**src/rtl/cpu_run_ctrl_if.sv**
```systemverilog
// Bundle between the debug command path / CPU status block and the run controller.
// Command handshake: a command transfers in any cycle where cmd_valid & cmd_ready are both high.
interface cpu_run_ctrl_if #(
  parameter int CNT_W = 32
) ();
  logic             cmd_valid;
  logic [2:0]       cmd_code;
  logic [31:0]      cmd_arg;
  logic             cmd_ready;
  logic             stall;
  logic             pc_valid;
  logic [31:0]      pc_ex;
  logic             cpu_start;
  logic             quit_cmd;
  logic             running;
  logic             halt_done;
  logic [1:0]       halt_reason;
  logic             cmd_err;
  logic [CNT_W-1:0] run_cycles;
  logic [1:0]       dbg_state;

  modport master (
    output cmd_valid, cmd_code, cmd_arg, stall, pc_valid, pc_ex,
    input  cmd_ready, cpu_start, quit_cmd, running, halt_done,
           halt_reason, cmd_err, run_cycles, dbg_state
  );

  modport slave (
    input  cmd_valid, cmd_code, cmd_arg, stall, pc_valid, pc_ex,
    output cmd_ready, cpu_start, quit_cmd, running, halt_done,
           halt_reason, cmd_err, run_cycles, dbg_state
  );
endinterface

```
**src/rtl/cpu_run_ctrl.sv**
```systemverilog
// Run controller: turns debug start/stop/step/breakpoint commands into paced
// cpu_start / quit_cmd pulses and reports halt reason and executed cycles.
module cpu_run_ctrl #(
  parameter int SETTLE_CYC = 5,
  parameter int CNT_W      = 32
) (
  input logic            clk,
  input logic            rst,
  cpu_run_ctrl_if.slave  bus
);

  typedef enum logic [1:0] {
    S_IDLE         = 2'd0,
    S_START_SETTLE = 2'd1,
    S_RUN          = 2'd2,
    S_STOP_SETTLE  = 2'd3
  } state_t;

  localparam logic [2:0] C_NOP    = 3'd0;
  localparam logic [2:0] C_START  = 3'd1;
  localparam logic [2:0] C_STEP   = 3'd2;
  localparam logic [2:0] C_STOP   = 3'd3;
  localparam logic [2:0] C_SET_BP = 3'd4;
  localparam logic [2:0] C_CLR_BP = 3'd5;

  localparam logic [1:0] R_NONE = 2'd0;
  localparam logic [1:0] R_STOP = 2'd1;
  localparam logic [1:0] R_STEP = 2'd2;
  localparam logic [1:0] R_BP   = 2'd3;

  localparam int            SW          = (SETTLE_CYC > 1) ? $clog2(SETTLE_CYC) : 1;
  localparam logic [SW-1:0] SETTLE_LOAD = SW'(SETTLE_CYC - 1);

  state_t            state_q, state_d;
  logic [SW-1:0]     settle_q, settle_d;
  logic [CNT_W-1:0]  step_q, step_d;
  logic              step_mode_q, step_mode_d;
  logic              bp_en_q, bp_en_d;
  logic [31:0]       bp_addr_q, bp_addr_d;
  logic [CNT_W-1:0]  cycles_q, cycles_d;
  logic [1:0]        reason_q, reason_d;
  logic              running_q, running_d;
  logic              cpu_start_q, quit_q, err_q, done_q;
  logic              start_go, halt_go, err_d, done_d;
  logic              accept, stop_cmd, bp_hit, step_exh;
  logic [CNT_W-1:0]  step_arg;

  assign accept   = bus.cmd_valid & bus.cmd_ready;
  assign step_arg = CNT_W'(bus.cmd_arg);
  assign stop_cmd = accept & (bus.cmd_code == C_STOP);
  // Breakpoint and step compares use the registered values, so SET_BP/CLR_BP in RUN act next cycle.
  assign bp_hit   = bp_en_q & bus.pc_valid & ~bus.stall & (bus.pc_ex == bp_addr_q);
  assign step_exh = step_mode_q & ~bus.stall & (step_q == CNT_W'(1));

  always_comb begin
    state_d     = state_q;
    settle_d    = settle_q;
    step_d      = step_q;
    step_mode_d = step_mode_q;
    bp_en_d     = bp_en_q;
    bp_addr_d   = bp_addr_q;
    cycles_d    = cycles_q;
    reason_d    = reason_q;
    running_d   = running_q;
    start_go    = 1'b0;
    halt_go     = 1'b0;
    err_d       = 1'b0;
    done_d      = 1'b0;

    case (state_q)
      S_IDLE: begin
        if (accept) begin
          case (bus.cmd_code)
            C_START: begin
              start_go    = 1'b1;
              step_mode_d = 1'b0;
            end
            C_STEP: begin
              if (step_arg != '0) begin
                start_go    = 1'b1;
                step_mode_d = 1'b1;
                step_d      = step_arg;
              end else begin
                err_d = 1'b1;
              end
            end
            C_SET_BP: begin
              bp_addr_d = bus.cmd_arg;
              bp_en_d   = 1'b1;
            end
            C_CLR_BP: bp_en_d = 1'b0;
            C_NOP:    ;
            default:  err_d = 1'b1;
          endcase
        end
      end

      S_START_SETTLE: begin
        if (settle_q == '0) state_d = S_RUN;
        else                settle_d = settle_q - 1'b1;
      end

      S_RUN: begin
        if (!bus.stall) begin
          cycles_d = cycles_q + CNT_W'(1);
          if (step_mode_q) step_d = step_q - CNT_W'(1);
        end
        if (accept) begin
          case (bus.cmd_code)
            C_SET_BP: begin
              bp_addr_d = bus.cmd_arg;
              bp_en_d   = 1'b1;
            end
            C_CLR_BP:      bp_en_d = 1'b0;
            C_NOP, C_STOP: ;
            default:       err_d = 1'b1;
          endcase
        end
        // Halt priority: STOP command, then breakpoint, then step exhaustion.
        if (stop_cmd) begin
          halt_go  = 1'b1;
          reason_d = R_STOP;
        end else if (bp_hit) begin
          halt_go  = 1'b1;
          reason_d = R_BP;
        end else if (step_exh) begin
          halt_go  = 1'b1;
          reason_d = R_STEP;
        end
        if (halt_go) begin
          state_d   = S_STOP_SETTLE;
          settle_d  = SETTLE_LOAD;
          running_d = 1'b0;
        end
      end

      S_STOP_SETTLE: begin
        if (settle_q == '0) begin
          state_d = S_IDLE;
          done_d  = 1'b1;
        end else begin
          settle_d = settle_q - 1'b1;
        end
      end

      default: state_d = S_IDLE;
    endcase

    if (start_go) begin
      state_d   = S_START_SETTLE;
      settle_d  = SETTLE_LOAD;
      running_d = 1'b1;
      cycles_d  = '0;
      reason_d  = R_NONE;
    end
  end

  always_ff @(posedge clk) begin
    if (rst) begin
      state_q     <= S_IDLE;
      settle_q    <= '0;
      step_q      <= '0;
      step_mode_q <= 1'b0;
      bp_en_q     <= 1'b0;
      bp_addr_q   <= '0;
      cycles_q    <= '0;
      reason_q    <= R_NONE;
      running_q   <= 1'b0;
      cpu_start_q <= 1'b0;
      quit_q      <= 1'b0;
      err_q       <= 1'b0;
      done_q      <= 1'b0;
    end else begin
      state_q     <= state_d;
      settle_q    <= settle_d;
      step_q      <= step_d;
      step_mode_q <= step_mode_d;
      bp_en_q     <= bp_en_d;
      bp_addr_q   <= bp_addr_d;
      cycles_q    <= cycles_d;
      reason_q    <= reason_d;
      running_q   <= running_d;
      cpu_start_q <= start_go;
      quit_q      <= halt_go;
      err_q       <= err_d;
      done_q      <= done_d;
    end
  end

  assign bus.cmd_ready   = (state_q == S_IDLE) || (state_q == S_RUN);
  assign bus.cpu_start   = cpu_start_q;
  assign bus.quit_cmd    = quit_q;
  assign bus.running     = running_q;
  assign bus.halt_done   = done_q;
  assign bus.halt_reason = reason_q;
  assign bus.cmd_err     = err_q;
  assign bus.run_cycles  = cycles_q;
  assign bus.dbg_state   = state_q;

endmodule

```
**src/flat_wrapper.sv**
```systemverilog
// flat-port wrapper written by rule: the top's interface ports become plain ports
module cpu_run_ctrl_flat 
#(
  parameter int SETTLE_CYC = 5,
  parameter int CNT_W      = 32
)
  (clk, rst, bus_cmd_valid, bus_cmd_code, bus_cmd_arg, bus_stall, bus_pc_valid, bus_pc_ex, bus_cmd_ready, bus_cpu_start, bus_quit_cmd, bus_running, bus_halt_done, bus_halt_reason, bus_cmd_err, bus_run_cycles, bus_dbg_state);
  cpu_run_ctrl_if #(.CNT_W(CNT_W)) bus_i ();
  input logic clk;
  input logic rst;
  input wire logic [$bits(bus_i.cmd_valid)-1:0] bus_cmd_valid;
  input wire logic [$bits(bus_i.cmd_code)-1:0] bus_cmd_code;
  input wire logic [$bits(bus_i.cmd_arg)-1:0] bus_cmd_arg;
  input wire logic [$bits(bus_i.stall)-1:0] bus_stall;
  input wire logic [$bits(bus_i.pc_valid)-1:0] bus_pc_valid;
  input wire logic [$bits(bus_i.pc_ex)-1:0] bus_pc_ex;
  output wire logic [$bits(bus_i.cmd_ready)-1:0] bus_cmd_ready;
  output wire logic [$bits(bus_i.cpu_start)-1:0] bus_cpu_start;
  output wire logic [$bits(bus_i.quit_cmd)-1:0] bus_quit_cmd;
  output wire logic [$bits(bus_i.running)-1:0] bus_running;
  output wire logic [$bits(bus_i.halt_done)-1:0] bus_halt_done;
  output wire logic [$bits(bus_i.halt_reason)-1:0] bus_halt_reason;
  output wire logic [$bits(bus_i.cmd_err)-1:0] bus_cmd_err;
  output wire logic [$bits(bus_i.run_cycles)-1:0] bus_run_cycles;
  output wire logic [$bits(bus_i.dbg_state)-1:0] bus_dbg_state;
  assign bus_i.cmd_valid = bus_cmd_valid;
  assign bus_i.cmd_code = bus_cmd_code;
  assign bus_i.cmd_arg = bus_cmd_arg;
  assign bus_i.stall = bus_stall;
  assign bus_i.pc_valid = bus_pc_valid;
  assign bus_i.pc_ex = bus_pc_ex;
  assign bus_cmd_ready = bus_i.cmd_ready;
  assign bus_cpu_start = bus_i.cpu_start;
  assign bus_quit_cmd = bus_i.quit_cmd;
  assign bus_running = bus_i.running;
  assign bus_halt_done = bus_i.halt_done;
  assign bus_halt_reason = bus_i.halt_reason;
  assign bus_cmd_err = bus_i.cmd_err;
  assign bus_run_cycles = bus_i.run_cycles;
  assign bus_dbg_state = bus_i.dbg_state;
  cpu_run_ctrl #(.SETTLE_CYC(SETTLE_CYC), .CNT_W(CNT_W)) u_core (.clk(clk), .rst(rst), .bus(bus_i));
endmodule
```
**config.mk**
```make
export PLATFORM = sky130hd
export DESIGN_NAME = cpu_run_ctrl_flat
export DESIGN_NICKNAME = d
export VERILOG_FILES = /design/src/rtl/cpu_run_ctrl_if.sv /design/src/rtl/cpu_run_ctrl.sv /design/src/flat_wrapper.sv
export SDC_FILE = /design/constraint.sdc
export NUM_CORES = 1
export LEC_CHECK = 0
export BUFFER_PORTS_ARGS = -buffer_cell sky130_fd_sc_hd__buf_2
export CORE_MARGIN = 2
export CORE_UTILIZATION = 25
export CTS_CLUSTER_DIAMETER = 100
export DETAILED_ROUTE_END_ITERATION = 8
export SLEW_MARGIN = 20
export SYNTH_ARGS = -nofsm -noshare
export SYNTH_HDL_FRONTEND = slang
export SYNTH_SLANG_ARGS = --single-unit
```
**constraint.sdc**
```tcl
create_clock -name clk -period 3.2 [get_ports clk]
set_input_delay 0 -clock clk [delete_from_list [all_inputs] [get_ports clk]]
set_output_delay 0 -clock clk [all_outputs]
set_load 0.02 [all_outputs]
```
==> out/metrics.cfg <==
[power_and_ir_drop]
p_leak_nw = 2.726
ir_drop_mv = 0.2508
power.switching_uw = 847.2
p_per_area_mw_per_mm2 = 420.2
p_comb_share_pct = 14.6
internal_power_mw = 2.119
seqPwrFrac_pct = 47.8
p_sw_share_pct = 28.56
pwr-share-clk_pct = 37.7

[synthesis]
netlist_area_mm2 = 0.005597
async_flop_share_pct = 0
ys.flop_type = dfxtp_1
synth_top_area_share_pct = 39.35
ys_top_cells_by_area = dfxtp_1 39%, nand2_1 10%, a21oi_1 7.2%, xor2_1 5.3%, xnor2_1 4.4%
seq_area_frac_synth_pct = 39.35
ys_types = 58
synth_top_area_cell = dfxtp_1
synth_edf_count = 0
syn_nets = 804
syn_area_per_cell_um2 = 7.698
ys_ff_latch = 110
syn_inst = 727
yosys_warnings = 0

[clocking]
cts.root.buffer_cell = clkbuf_16
path_clk_slew_ns = 0.07
cts_buffers = 9
cts.sinks = 110
cts_resized = 0
clkLatencyLatePin_ns = 0.36
clk_path_buf_depth = 2
post_cts_buffers = 0
tritoncts = done
htree_levels = 3

[sta]
max_freq_mhz = 389.3
slew_headroom_pct = 45.08
finalWorstPathRequiredPeriod_ns = 2.569
worstMarginPinSlew_ns = 0.8238
slew_viol_final = 0
finalHoldViolCount = 0
rsz0062_at_grt = false
fin_tns_setup_ns = 0
fin_crit_sh_pct = 80.27
setup_violations = 0
skew_ns = 0.01148

[routing]
vias = 5675
postRouteAntennaNets = 0
met1_length_um = 8028
wire_per_inst_um = 15.51
drc = 0
wl_met3_um = 1268
dr.pass1.iters = 4
wl_um = 17670
met2WireLength_um = 7972
routed.top_layer = met4
via_per_inst = 4.982
first_iter_violations = 454

[place]
placed_cell_area_mm2 = 0.006430
gp_congestion = 0.8572
numPortBuffers = 113
dp_hpwl_um = 12760

[cells_and_area]
n_antenna_cell = 0
final_common_cell = nand2_1
area_growth_pct = 26.13
fill_cells = 2385
final_core_util_pct = 32.25
layout.nets = 931
fin_area_mm2 = 0.007059
drive_above_1_share_pct = 18.98
mostFrequentLayoutCells = 148 x nand2_1, 113 x buf_2, 110 x dfxtp_1

[floorplan]
core_area_mm2 = 0.02189
placementRows = 54
initial_utilization_pct = 25.57
die_w_um = 153.6
die_y_um = 153.6
ioPinCount = 114
dieArea_mm2 = 0.02360

[critical_path]
cp.arrival_ns = 2.83
critPathMaxFanout = 7
critical_path.startpoint = bus_cmd_arg[23]
cp-end-kind = register
cp-start-kind = input port
slowest_stage = or4_2
crit_chain = dlygate4sd3_1 -> buf_2 -> nor4_1 -> nand4_1 -> o21ai_1 -> nand3_1 -> or4_2 -> o41ai_2
rr_startpoint = u_core.bus.dbg_state[1]$_SDFFE_PP0P_
path_buf_inv = 2
crit_type = in -> reg
crit_family = simple AND/OR/NAND/NOR gates
critPathMaxStageDelay_ns = 0.71
critPathRequiredTime_ns = 3.46

[run]
drv_cap = 0

[global_route]
grt_overflow = 0
grt_pass1_vias = 5250
grt_max_degree = 72
track_usage_pct = 14.62
grt_pass1_wl_um = 27830
antenna_found_initial = 0

[worst_hold_path]
worstHoldPathType = in -> reg
hold_start = bus_cmd_code[1]

[outcome]
status = complete, no violations

state kept, by name, indices dropped and copies added, names as in the netlist, 2 cells and up:
register / cells
u_core.bp_addr_q: 32
u_core.bus.dbg_state: 2
u_core.bus.halt_reason: 2
u_core.bus.run_cycles: 32
u_core.settle_q: 3
u_core.step_q: 32
area by class of cell:
| cell class | count | area [um^2] | share of cell area, % |
|---|---|---|---|
| multi-input combinational | 566 | 3203 | 45.37 |
| clock buffer | 10 | 239.0 | 3.385 |
| tap | 280 | 350.3 | 4.963 |
| inverter | 11 | 41.29 | 0.5849 |
| sequential | 110 | 2202 | 31.19 |
| clock inverter | 6 | 50.05 | 0.7090 |
| timing repair buffer | 156 | 973.4 | 13.79 |
worst paths after layout:
| path | cells after the start | slack (ns) | endpoint |
|---|---|---|---|
| setup / recovery | 8 | 0.63 | u_core.settle_q[0]$_SDFFE_PP0P_ |
| hold / removal | 3 | 0.02 | u_core.bus.cmd_err$_SDFF_PP0_ |
| setup reg to reg | 6 | 0.69 | u_core.settle_q[2]$_SDFFE_PP0P_ |
| hold reg to reg | 1 | 0.46 | u_core.settle_q[0]$_SDFFE_PP0P_ |
power by group through the flow:
stage          sequential [mW]  clock [mW]  combinational, mW
2_1_floorplan             1.45           0              0.239
3_3_place_gp              1.45           0              0.395
3_5_place_dp              1.45           0              0.393
4_1_cts                   1.42        1.15              0.426
5_1_grt                   1.42        1.20              0.472
6_report                  1.42        1.12              0.433
routing by layer:
| layer | track usage [%] | up-vias |
|---|---|---|
| li1 | - | 2783 |
| met1 | 19.64 | 2656 |
| met4 | 4.281 | 0 |
| met2 | 23.15 | 207 |
| met3 | 3.749 | 29 |
| met5 | 0 | - |
through the flow:
| step | hold WS, ns | instances | total power, mW | worst slack (ns) |
|---|---|---|---|---|
| after floorplan | 0.1360 | 727 | 1.685 | 0.9741 |
| after global placement | 0.2836 | 1089 | 1.843 | 0.7521 |
| after detailed placement | 0.2858 | 1089 | 1.842 | 0.6981 |
| after CTS | 0.009626 | 1139 | 2.990 | 0.6908 |
| after global routing | 0.01092 | 1139 | 3.092 | 0.5193 |
| final | 0.02478 | 1139 | 2.966 | 0.6312 |
synth_stat cells, types with 6 or more instances:
master and count:
clkbuf_1 35, nor4_1 15, inv_1 11, xnor2_1 28
nor3_1 10, and4_1 6, dfxtp_1 110, nand3_1 23
a21oi_1 81, o41ai_1 6, o21ai_0 43, nand4_1 18
o31ai_1 8, xor2_1 34, nor2_1 65, nand2_1 149
cells by family after synthesis:
family                   after synthesis  share of synthesized area, %
buffers and inverters                 51                         3.555
flip-flops                           110                         39.35
adder cells (fa/ha/maj)                5                         1.118
XOR/XNOR                              62                         9.703
AND/OR/NAND/NOR                      333                         28.82
AO/OA/AOI/OAI                        166                         17.46
worst min-delay path: stages:
cell,delay (ns)
buf_2,0.13
a21oi_1,0.12
nor4_1,0.07
what timing repair did:
item	CTS	global route
endpoints found under the hold margin	35	0
hold buffers	34	0
endpoints found under the setup margin	0	0
Power figures use the tool's default switching activity.
